**config.mk**
```make
export PLATFORM = sky130hd
export DESIGN_NAME = kbd_decode
export DESIGN_NICKNAME = d
export VERILOG_FILES = /design/src/rtl/kbd_pkg.sv /design/src/rtl/kbd_evfifo.sv /design/src/rtl/kbd_decode.sv
export SDC_FILE = /design/constraint.sdc
export NUM_CORES = 1
export LEC_CHECK = 0
export ABC_AREA = 1
export CORE_ASPECT_RATIO = 0.6
export CORE_UTILIZATION = 25
export CTS_BUF_LIST = sky130_fd_sc_hd__clkbuf_16
export CTS_CLUSTER_DIAMETER = 60
export CTS_CLUSTER_SIZE = 20
export DETAILED_ROUTE_END_ITERATION = 10
export GPL_TIMING_DRIVEN = 0
export PLACE_DENSITY_LB_ADDON = 0.05
export RECOVER_POWER = 50
export SLEW_MARGIN = 15
export SYNTH_ARGS = -nofsm -noshare
export SYNTH_HDL_FRONTEND = slang
export SYNTH_SLANG_ARGS = --single-unit
```
**constraint.sdc**
```tcl
create_clock -name clk -period 1.6 [get_ports clk]
set_input_delay 0.32 -clock clk [delete_from_list [all_inputs] [get_ports clk]]
set_output_delay 0.32 -clock clk [all_outputs]
set_load 0.005 [all_outputs]
```
**src/rtl/kbd_pkg.sv**
```systemverilog
// kbd_pkg: shared scancode constants, discard list, prefix FSM states and event record
package kbd_pkg;
  localparam logic [7:0] KBD_E0 = 8'hE0;
  localparam logic [7:0] KBD_F0 = 8'hF0;
  localparam logic [7:0] KBD_E1 = 8'hE1;
  localparam logic [7:0] KBD_DISCARD [8] = '{8'h00, 8'hAA, 8'hEE, 8'hFA, 8'hFC, 8'hFD, 8'hFE, 8'hFF};
  typedef enum logic [2:0] {S_IDLE, S_EXT, S_BRK, S_EXT_BRK, S_PAUSE} kbd_state_e;
  typedef struct packed {
    logic       ext;
    logic       brk;
    logic [7:0] code;
  } kbd_event_t;
  function automatic logic is_discard(logic [7:0] b);
    logic r;
    r = 1'b0;
    for (int i = 0; i < 8; i++) r = r | (b == KBD_DISCARD[i]);
    return r;
  endfunction
endpackage

```
**src/rtl/kbd_evfifo.sv**
```systemverilog
// kbd_evfifo: DEPTH-entry event FIFO; head presented on o_dout, zero while empty
// ports: clk, rst (sync, active high), i_push/i_din write, i_pop read, o_dout head, o_full, o_empty
module kbd_evfifo import kbd_pkg::*; #(
  parameter int DEPTH = 4
) (
  input  logic       clk,
  input  logic       rst,
  input  logic       i_push,
  input  logic       i_pop,
  input  kbd_event_t i_din,
  output kbd_event_t o_dout,
  output logic       o_full,
  output logic       o_empty
);
  localparam int AW = $clog2(DEPTH);
  kbd_event_t    r_mem [DEPTH];
  logic [AW-1:0] r_wr, r_rd;
  logic [AW:0]   r_cnt;
  logic          w_wr, w_rd;
  assign o_full  = r_cnt == (AW+1)'(DEPTH);
  assign o_empty = r_cnt == '0;
  // a pop frees the slot in the same cycle, so push into a full FIFO is fine then
  assign w_wr   = i_push && (!o_full || i_pop);
  assign w_rd   = i_pop && !o_empty;
  assign o_dout = o_empty ? '0 : r_mem[r_rd];
  always_ff @(posedge clk) begin
    if (rst) begin
      r_wr  <= '0;
      r_rd  <= '0;
      r_cnt <= '0;
    end else begin
      if (w_wr) r_wr <= r_wr + 1'b1;
      if (w_rd) r_rd <= r_rd + 1'b1;
      r_cnt <= r_cnt + (AW+1)'(w_wr) - (AW+1)'(w_rd);
    end
  end
  always_ff @(posedge clk)
    if (w_wr) r_mem[r_wr] <= i_din;
endmodule

```
**src/rtl/kbd_decode.sv**
```systemverilog
// kbd_decode: PS/2 scancode prefix decoder producing {code, ext, brk} key events
// ports: clk, rst (sync, active high), kd/kv byte input, ev_code/ev_ext/ev_brk/ev_valid/ev_ready
//        event handshake, ovf sticky drop flag
// KBD_DECODE_FIFO_EN defined: FIFO_DEPTH-entry event FIFO; undefined: single event register
module kbd_decode import kbd_pkg::*; #(
  parameter int FIFO_DEPTH = 4
) (
  input  logic       clk,
  input  logic       rst,
  input  logic [7:0] kd,
  input  logic       kv,
  output logic [7:0] ev_code,
  output logic       ev_ext,
  output logic       ev_brk,
  output logic       ev_valid,
  input  logic       ev_ready,
  output logic       ovf
);
  if (FIFO_DEPTH < 2 || FIFO_DEPTH > 16) begin : g_bad_depth
    $error("kbd_decode: FIFO_DEPTH must be 2..16");
  end
  kbd_state_e r_state, w_next;
  logic [2:0] r_skip;
  logic       w_emit, w_pfx, w_push, w_pop, w_full;
  kbd_event_t w_ev, w_head;
  assign w_pfx = kd == KBD_E0 || kd == KBD_F0;
  always_ff @(posedge clk) begin
    if (rst) begin
      r_state <= S_IDLE;
      r_skip  <= '0;
    end else if (kv) begin
      r_state <= w_next;
      r_skip  <= (r_state == S_IDLE && kd == KBD_E1) ? 3'd7 : r_state == S_PAUSE ? r_skip - 3'd1 : r_skip;
    end
  end
  always_comb begin
    w_next = S_IDLE;
    case (r_state)
      S_IDLE:  w_next = kd == KBD_E0 ? S_EXT : kd == KBD_F0 ? S_BRK : kd == KBD_E1 ? S_PAUSE : S_IDLE;
      S_EXT:   w_next = kd == KBD_F0 ? S_EXT_BRK : kd == KBD_E0 ? S_EXT : S_IDLE;
      S_PAUSE: w_next = r_skip == 3'd1 ? S_IDLE : S_PAUSE;
      default: w_next = S_IDLE;
    endcase
  end
  // the pause sequence collapses into a single E1 event on its last byte
  always_comb begin
    w_emit      = kv && (r_state == S_IDLE  ? !w_pfx && kd != KBD_E1 && !is_discard(kd) :
                         r_state == S_PAUSE ? r_skip == 3'd1 : !w_pfx);
    w_ev.ext    = r_state == S_EXT || r_state == S_EXT_BRK;
    w_ev.brk    = r_state == S_BRK || r_state == S_EXT_BRK;
    w_ev.code   = r_state == S_PAUSE ? KBD_E1 : kd;
  end
  assign w_pop  = ev_valid && ev_ready;
  assign w_push = w_emit && (!w_full || w_pop);
`ifdef KBD_DECODE_FIFO_EN
  logic w_empty;
  kbd_evfifo #(.DEPTH(FIFO_DEPTH)) u_fifo (
    .clk    (clk),
    .rst    (rst),
    .i_push (w_push),
    .i_pop  (w_pop),
    .i_din  (w_ev),
    .o_dout (w_head),
    .o_full (w_full),
    .o_empty(w_empty)
  );
  assign ev_valid = !w_empty;
`else
  kbd_event_t r_ev;
  logic       r_valid;
  always_ff @(posedge clk) begin
    if (rst) begin
      r_valid <= 1'b0;
      r_ev    <= '0;
    end else if (w_push) begin
      r_valid <= 1'b1;
      r_ev    <= w_ev;
    end else if (w_pop) begin
      r_valid <= 1'b0;
    end
  end
  assign w_full   = r_valid;
  assign w_head   = r_ev;
  assign ev_valid = r_valid;
`endif
  assign {ev_ext, ev_brk, ev_code} = w_head;
  always_ff @(posedge clk) begin
    if (rst) ovf <= 1'b0;
    else if (w_emit && w_full && !w_pop) ovf <= 1'b1;
  end
endmodule

```
Word level (Yosys, flattened, before mapping)
Cells that the tools add are included.

storage, ports and cells
  output and inout bits = 12
  bits of input ports = 12
  flip-flop bits (word level) = 18
  logic and storage cells = 66

operators by class
  $add $sub $neg = 1
  reductions and logical operators = 21
  bitwise logic cells = 7
  equal/unequal tests = 16
  multiplexer cells = 14

operators by type and width
  cell                   count
  $eq A8 B8 Y1 const B   10
  $mux W3                6
  $pmux W3 S3            1
  $logic_and A1 B1 Y1    8
  $logic_not A8 Y1       1
  $mux W8                1
  $ne A8 B8 Y1 const B   1
  $or A1 B1 Y1           7
  $eq A3 B1 Y1 const B   2
  $eq A3 B2 Y1 const B   2
  $mux W1                5
  $logic_not A1 Y1       4
  $logic_or A1 B1 Y1     4
  $reduce_bool A2 Y1     2
  $eq A3 B3 Y1 const B   1
  $logic_not A3 Y1       1
  $sub A3 B1 Y3 const B  1
  $mux W2                1
  $reduce_and A2 Y1      1

Depth between registers and ports, before layout
Gate-level depths: netlist of run 1.

  depth in word-level cells = 14
  depth in mapped cells = 13
  mapped depth without buffers = 12

Worst setup path before layout of run 1
Ideal clock, no wire load.

  kind = input-to-reg
  from = input kd[0]
  to = register r_ev (netlist bit ev_brk)
  cell stages on the path = 11
  data arrival time = 1.169 ns
  setup slack = 0.319 ns
  setup time = 0.113 ns
  data required time = 1.487 ns
  path buffers = 1
  cells stage by stage = nor2_1 > nand3_2 > nor2_1 > nor2_2 > nand3_2 > nand2_2 > nand3_2 > buf_6 > nand2_2 > nand2_1 > nor2_1

on the way
  word-level cells in the longest chain between the ends = 13
  elaborated cells between the ends (all ways) = 27
  those cells by class = 10 x eq/ne; 2 x mux; 7 x bitwise; 8 x reduce/logical

RTL lines
  item                                                     line              source
  start, declared                                          kbd_decode.sv:10  input logic [7:0] kd,
  $eq A8 B8 Y1 / $logic_not A8 Y1 (equally long branches)  kbd_pkg.sv:16     for (int i = 0; i < 8; i++) r = r | (b == KBD_DISCARD[i]);
  $or A1 B1 Y1 (7 in series)                               kbd_pkg.sv:16
  $logic_not A1 Y1                                         kbd_decode.sv:47  w_emit = kv && (r_state == S_IDLE ? !w_pfx && kd != KBD_E1 && !is_discard(kd) :
  $logic_and A1 B1 Y1                                      kbd_decode.sv:47
  $mux W1 (*)                                              kbd_decode.sv:47
  $logic_and A1 B1 Y1 (*)                                  kbd_decode.sv:47
  $logic_and A1 B1 Y1 (*)                                  kbd_decode.sv:54  assign w_push = w_emit && (!w_full || w_pop);
  end signal, assigned                                     kbd_decode.sv:77  r_ev <= w_ev;
  end, declared                                            kbd_decode.sv:69  kbd_event_t r_ev;

Every way passes the cells marked *; elsewhere a longest branch is shown, timed or not.
A chain may end at the register's enable or synchronous reset.

Final worst setup path of run 1
  from = register r_state[0]
  to = register r_ev (netlist bit ev_ext)

on the way
  word-level cells in the longest chain between the ends = 5
  elaborated cells between the ends (all ways) = 9
  those cells by class = 3 x eq/ne; 2 x mux; 4 x reduce/logical

RTL lines
  item                    line              source
  start, declared         kbd_decode.sv:22  kbd_state_e r_state, w_next;
  start signal, assigned  kbd_decode.sv:32  r_state <= w_next;
  $eq A3 B3 Y1            kbd_decode.sv:48  r_state == S_PAUSE ? r_skip == 3'd1 : !w_pfx);
  $mux W1                 kbd_decode.sv:48
  $mux W1                 kbd_decode.sv:47
  $logic_and A1 B1 Y1     kbd_decode.sv:47
  $logic_and A1 B1 Y1     kbd_decode.sv:54

Several ways; a longest one is shown, not always the timed one.

==> results of run 1 <==
-- cells by family (layout without fill, tap and decap cells) --
kind of cell    Yosys count  count (layout)
compound gates           13              13
xor+xnor                  1               1
fa+ha+maj                 2               2
buf+inv                  46              73
flops                    18              18
simple gates            100             100
-- worst reg2reg max path, delay by kind of cell (launching register included) --
kind                   cells  cell delay [ns]
flip-flops                 1             0.32
buffers and inverters      1             0.25
AND/OR/NAND/NOR            6             0.81
-- synth_stat cells, drive strengths merged --
| master | number |
|---|---|
| xor2 | 1 |
| nand2 | 47 |
| o2111ai | 1 |
| o211ai | 2 |
| nand3 | 6 |
| buf | 4 |
| clkbuf | 1 |
| ha | 2 |
| nor2 | 34 |
| a32o | 1 |
| o21ai | 2 |
| dfxtp | 18 |
| nand4 | 10 |
| nor3 | 3 |
| inv | 41 |
| a21oi | 7 |
-- metal layers --
metal	wire length, um	vias up	track usage (%)
li1	-	605	-
met1	1560	483	18.9
met2	1040	20	17.8
met3	114	2	4.14
met4	10	0	1.59
met5	0	-	0
-- metrics by stage --
step / power, W / cell area, um^2 / setup WS (ns) / hold slack, ns / instances
floorplan: 0.000611 / 1130 / 0.319 / 0.389 / 180
global placement: 0.000719 / 1440 / -0.411 / 0.438 / 263
detailed placement: 0.000719 / 1440 / -0.407 / 0.450 / 263
CTS: 0.00123 / 1530 / 0.0424 / 0.459 / 267
global route: 0.00128 / 1530 / -0.0110 / 0.466 / 267
finish: 0.00121 / 1530 / 0.116 / 0.440 / 267
-- area by class of cell --
cell class                      instances  area, um^2
Fill cell                             483        2700
Timing Repair Buffer                   23         219
Tap cell                               60        75.1
Buffer                                  5        36.3
Clock buffer                            3        75.1
Inverter                               41         154
Sequential cell                        18         360
Multi-Input combinational cell        116         611
Clock inverter                          1        3.75
-- sequential cells by signal, summed over array words and instances (netlist names) --
register,flops
ev_code,8
r_skip,3
r_state,3
ev_brk,1
ev_ext,1
ev_valid,1
ovf,1
-- power breakdown --
part	internal (W)	switching, W	total, W	leakage [nW]
clock network	0.000332	0.000169	0.000501	0.0385
logic	0.000107	0.000116	0.000223	0.557
registers	0.000473	0.0000116	0.000485	0.148
total	0.000912	0.000297	0.00121	0.744
-- path summary, 6_finish.rpt --
path / start / endpoint / slack [ns] / cells after the start
setup / recovery: r_state[0] / ev_ext / 0.12 / 7
hold / removal: kv / r_state[0] / 0.44 / 3
setup reg to reg: r_state[0] / ev_ext / 0.12 / 7
hold reg to reg: ovf / ovf / 0.46 / 2
-- what timing repair did --
item,in CTS,in global routing
resized for setup,14,11
setup endpoints to repair,14,11
pin swaps,1,1
-- placed cells by master (no fill, tap or decap), types with 3 or more instances in the layout --
cell | Yosys | routed
a21oi_1 | 7 | 6
nand3_2 | 3 | 4
dfxtp_1 | 18 | 18
inv_1 | 36 | 35
nor2_2 | 3 | 4
nand2_1 | 35 | 33
clkbuf_16 | 0 | 3
clkdlybuf4s15_1 | 0 | 3
dlygate4sd2_1 | 0 | 3
nand4_1 | 10 | 10
clkdlybuf4s50_1 | 0 | 14
nand2_2 | 11 | 13
inv_2 | 5 | 6
nor2_1 | 31 | 29
==> results.md, run 1 <==
- Status: finished clean
- Initial DRC Count: 29
- Max-cap violations: 0
- Leading area contributor after synthesis: dfxtp_1
- Synth top area share: 31.8%
- Final Util: 36.2%
- Final Cycle Share: 92.7%
- Largest net degree at the start of global routing: 11
- DP HPWL: 2200 um
- Crit path buffers/inverters: 1
- Area grow syn2layout: 35.3%
- Main combinational cell family by area after synthesis: simple AND/OR/NAND/NOR gates
- Top delay family on crit path: simple AND/OR/NAND/NOR gates
- Post-DR vias/cell: 4.16
- Fin nets: 222
- Syn Area/Cell: 6.30 um^2
- Post-synthesis xor/xnor area fraction: 0.773%
- Grt ovf: 0
- DRC Markers: 0
- Clk_skew: 0.00239 ns
- Final-report hold violation count: 0
- Final Max Slew Viols: 0
- Share of layout cells above drive strength 1: 19.3%
- Worst Setup End Kind: flip-flop
- Clock Tree Root: clkbuf_16
- Rel. slew slack: 74.6%
- Initial core utilization: 26.8%
- # diodes: 0
- Number of CTS-inserted buffers: 3
- Setup TNS: 0 ns
- WP data required: 1.75 ns
- Crit-path slowest cell: dfxtp_1
- Die W: 88.9 um
- Tmin final: 1.48 ns
- Core area: 4230 um^2
- Slew @ Worst Pin: 0.381 ns
- FMAX: 674 MHz
- Buffers on Ports: 23
- Worst VDD drop: 0.379 mV
- Critical path class: flip-flop to flip-flop
- Sequential area share after synthesis: 31.8%
- LEAKAGE: 0.744 nW
- Die Area: 4820 um^2
- Row cnt: 18
- Number of distinct library cells after synthesis: 24
- Simple-gate portion of the synthesized area: 41.8%
- Wire per inst: 10.2 um
- Worst path cell trace: nor2_2, nor3_1, nor3_2, buf_2, nand4_1, nand2_1, nor2_1
- Compound-Gate Fraction of Synth Area: 6.95%
- CTS tree: yes
- Vias in the first global route: 959
- DR pass1 iterations: 4
- Synthesis-stage register bit count: 18
- Ports: 24
- First-pass GRT wire length: 4510 um
- Post-CTS Setup Repair Bufs: 0
- Die H: 54.2 um
- CTS H-tree depth: 1
- DRT antenna net count: 0
- # hold bufs at CTS: 0
- Worst skew pair latency: 0.25 ns
- Initial antenna violation count: 0
- Hold Crit Class: primary input to flip-flop
- Worst EP arrival: 1.63 ns
- Syn Nets: 194
- Final Wtd Congestion: 0.766
- Cell area power density: 788 nW/um^2
- Worst-path clk slew: 0.05 ns
- Via count: 1110
- YS warnings: 0
- CTS sink cnt: 18
- Endpoints failing setup: 0
- Max stage delay on crit path: 0.32 ns
- Crit start category: flip-flop
- Mux contribution to synthesized area: 0%
- Synth Area in Adders: 2.21%
- Top post-synthesis cells by area: dfxtp_1, inv_1, nand2_1, nor2_1, nand2_2
- Cell Area, Synth: 1130 um^2
- Crit Path Max Fanout: 10
- All-Layer GR Usage: 12.7%
- Worst-case clock buffer depth: 2
- Wirelength, routed: 2730 um
- Syn Inst Count: 180
Power figures use the tool's default switching activity.
==> run 2, diff against run 1 <==
--- a/config.mk
+++ b/config.mk
@@ -7,6 +7,7 @@
 export LEC_CHECK = 0
 export ABC_AREA = 1
 export CORE_ASPECT_RATIO = 0.6
+export CORE_MARGIN = 2
 export CORE_UTILIZATION = 25
 export CTS_BUF_LIST = sky130_fd_sc_hd__clkbuf_16
 export CTS_CLUSTER_DIAMETER = 60
==> run 2 against run 1 <==
  * Via count is 1.2% lower
  * Clock-buffer cell count stayed put
  * Highest routed layer unchanged
  * Register-to-register slack better by 0.04 ns
  * Combinational power is 2% lower
  * Worst hold slack better by 0.0083 ns
  * Sequential cell count stayed put
  * Final area is 1.9% higher
  * Die area is 6.0% higher
==> results.md, run 2 (synthesis results as in run 1) <==
- Max-cap violations: 0 (unchanged)
- CTS sink cnt: 18 (unchanged)
- Endpoints failing setup: 0 (unchanged)
- Die H: 56.2 um (+3.7%)
- Grt ovf: 0 (unchanged)
- Share of layout cells above drive strength 1: 18.8% (-0.48 points)
- Number of CTS-inserted buffers: 3 (unchanged)
- Die W: 90.9 um (+2.2%)
- Crit start category: primary input
- Unrepaired setup endpoints after global routing: no
- Worst Setup End Kind: flip-flop
- DP HPWL: 2260 um (+3.1%)
- Commonest non-fill, non-tap cell in the layout: inv_1
- Worst skew pair latency: 0.25 ns (about the same)
- Final Max Slew Viols: 0 (unchanged)
- CTS H-tree depth: 1 (unchanged)
- Wirelength, routed: 2790 um (+2.1%)
- Initial antenna violation count: 0 (unchanged)
- Vias in the first global route: 1044 (+8.9%)
- WP data required: 1.75 ns (about the same)
- Cell area power density: 771 nW/um^2 (-2.2%)
- Ports: 24 (unchanged)
- # fillers: 479 (-0.83%)
- Core area: 4230 um^2 (unchanged)
- Worst-path clk slew: 0.05 ns (about the same)
- Slew @ Worst Pin: 0.377 ns (-0.00328 ns)
- Row cnt: 18 (unchanged)
- Die Area: 5110 um^2 (+6.0%)
- Fin nets: 222 (unchanged)
- Initial core utilization: 26.8% (unchanged)
- DRT antenna net count: 0 (unchanged)
- Final Wtd Congestion: 0.782 (+2.1%)
- Post-DR vias/cell: 4.11 (-1.2%)
- Largest net degree at the start of global routing: 11 (unchanged)
- FMAX: 681 MHz (+1.1%)
- Clk_skew: 0.00125 ns (-0.00113 ns)
- Final Cycle Share: 91.7% (-1.0 points)
- Worst-case clock buffer depth: 2 (unchanged)
- Buffers on Ports: 23 (unchanged)
- Placed Area: 1440 um^2 (unchanged)
- FF+latch area: 360 um^2 (unchanged)
- Post-CTS Setup Repair Bufs: 0 (unchanged)
- Met1 usage: 17.4% (-1.5 points)
- CTS tree: yes
- All-Layer GR Usage: 11.8% (-0.85 points)
- Crit Path Max Fanout: 10 (unchanged)
- Final-report hold violation count: 0 (unchanged)
- Critical path class: primary input to flip-flop
- Clock Tree Root: clkbuf_16
- Max FFs per register: 8 (unchanged)
- Multi-input logic area: 627 um^2 (+2.7%)
- Most frequent cells in the layout: inv_1, nand2_1, nor2_1, dfxtp_1, nand2_2
- Hold Crit Class: flip-flop to flip-flop
- DRC Markers: 0 (unchanged)
- LEAKAGE: 0.763 nW (+2.5%)
- Worst EP arrival: 1.61 ns (-0.02 ns)
- # diodes: 0 (unchanged)
- Wire per inst: 10.4 um (+2.1%)
- Met3 global-route usage: 4.20% (+0.059 points)
- Worst VDD drop: 0.330 mV (-13%)
- DR pass1 iterations: 4 (unchanged)
- Fin area: 1560 um^2 (+1.9%)
- Area grow syn2layout: 37.9%
- GR Util met2: 16.8% (-1.0 points)
- Rel. slew slack: 74.8% (+0.22 points)
- First-pass GRT wire length: 4880 um (+8.3%)
- Final Util: 36.9% (+0.68 points)
- Busiest layer in global routing: met1
- Initial DRC Count: 31 (+6.9%)
- Tmin final: 1.47 ns (-0.0163 ns)
- Status: finished clean
- Via count: 1097 (-1.2%)
- Total power: 0.00120 W (-0.34%)
## run 2: per-layer routing
metal	vias up	part of all wire, %
li1	605	-
met1	474	56
met2	16	39
met3	2	5.0
met4	0	0.14
met5	-	0
## run 2: what timing repair did
action                                  CTS  global route
pin swaps                                 1             0
endpoints found under the setup margin   14            12
resized for setup                        14            14
hold buffers                              0             0
## run 2: layout make-up
type                       instances  area share (%)
multi-input combinational        116            40.1
sequential                        18            23.1
timing repair buffer              23            14.7
inverter                          41            9.85
clock buffer                       3            4.80
tap                               60            4.80
buffer                             5            2.48
clock inverter                     1           0.240
## run 2: per-stage QoR
stage	instances	setup WS (ns)	TNS [ns]	hold WS, ns
floorplan	180	0.319	0	0.389
global placement	263	-0.421	-5.48	0.438
detailed placement	263	-0.437	-5.94	0.445
CTS	267	0.0514	0	0.454
global route	267	0.000466	0	0.467
finish	267	0.133	0	0.449
## run 2: final timing paths
kind,cells after the start,endpoint,slack (ns),from
setup / recovery,7,ev_brk,0.13,kv
hold / removal,2,ovf,0.45,ovf
setup reg to reg,7,ev_brk,0.16,r_skip[0]
hold reg to reg,2,ovf,0.45,ovf
## run 2: where the power goes
part | leakage (nW) | total [W] | switching [W] | internal, W
clock | 0.0385 | 0.000502 | 0.000170 | 0.000332
sequential | 0.148 | 0.000484 | 0.0000105 | 0.000473
combinational | 0.576 | 0.000219 | 0.000116 | 0.000103
total | 0.763 | 0.00120 | 0.000296 | 0.000908
## run 2: critical path, stage by stage
cell and delay, ns:
clkdlybuf4s50_1 0.55, inv_2 0.10, nor3_4 0.16, nand3_2 0.15, buf_8 0.18, nor2_1 0.09
nor2_1 0.05
==> run 3, diff against run 2 <==
--- a/config.mk
+++ b/config.mk
@@ -16,7 +16,8 @@
 export GPL_TIMING_DRIVEN = 0
 export PLACE_DENSITY_LB_ADDON = 0.05
 export RECOVER_POWER = 50
-export SLEW_MARGIN = 15
+export SLEW_MARGIN = 0
 export SYNTH_ARGS = -nofsm -noshare
 export SYNTH_HDL_FRONTEND = slang
 export SYNTH_SLANG_ARGS = --single-unit
+export TNS_END_PERCENT = 5
==> results of run 3 <==
The final DEF is identical to that of run 2; final timing and power are the same.
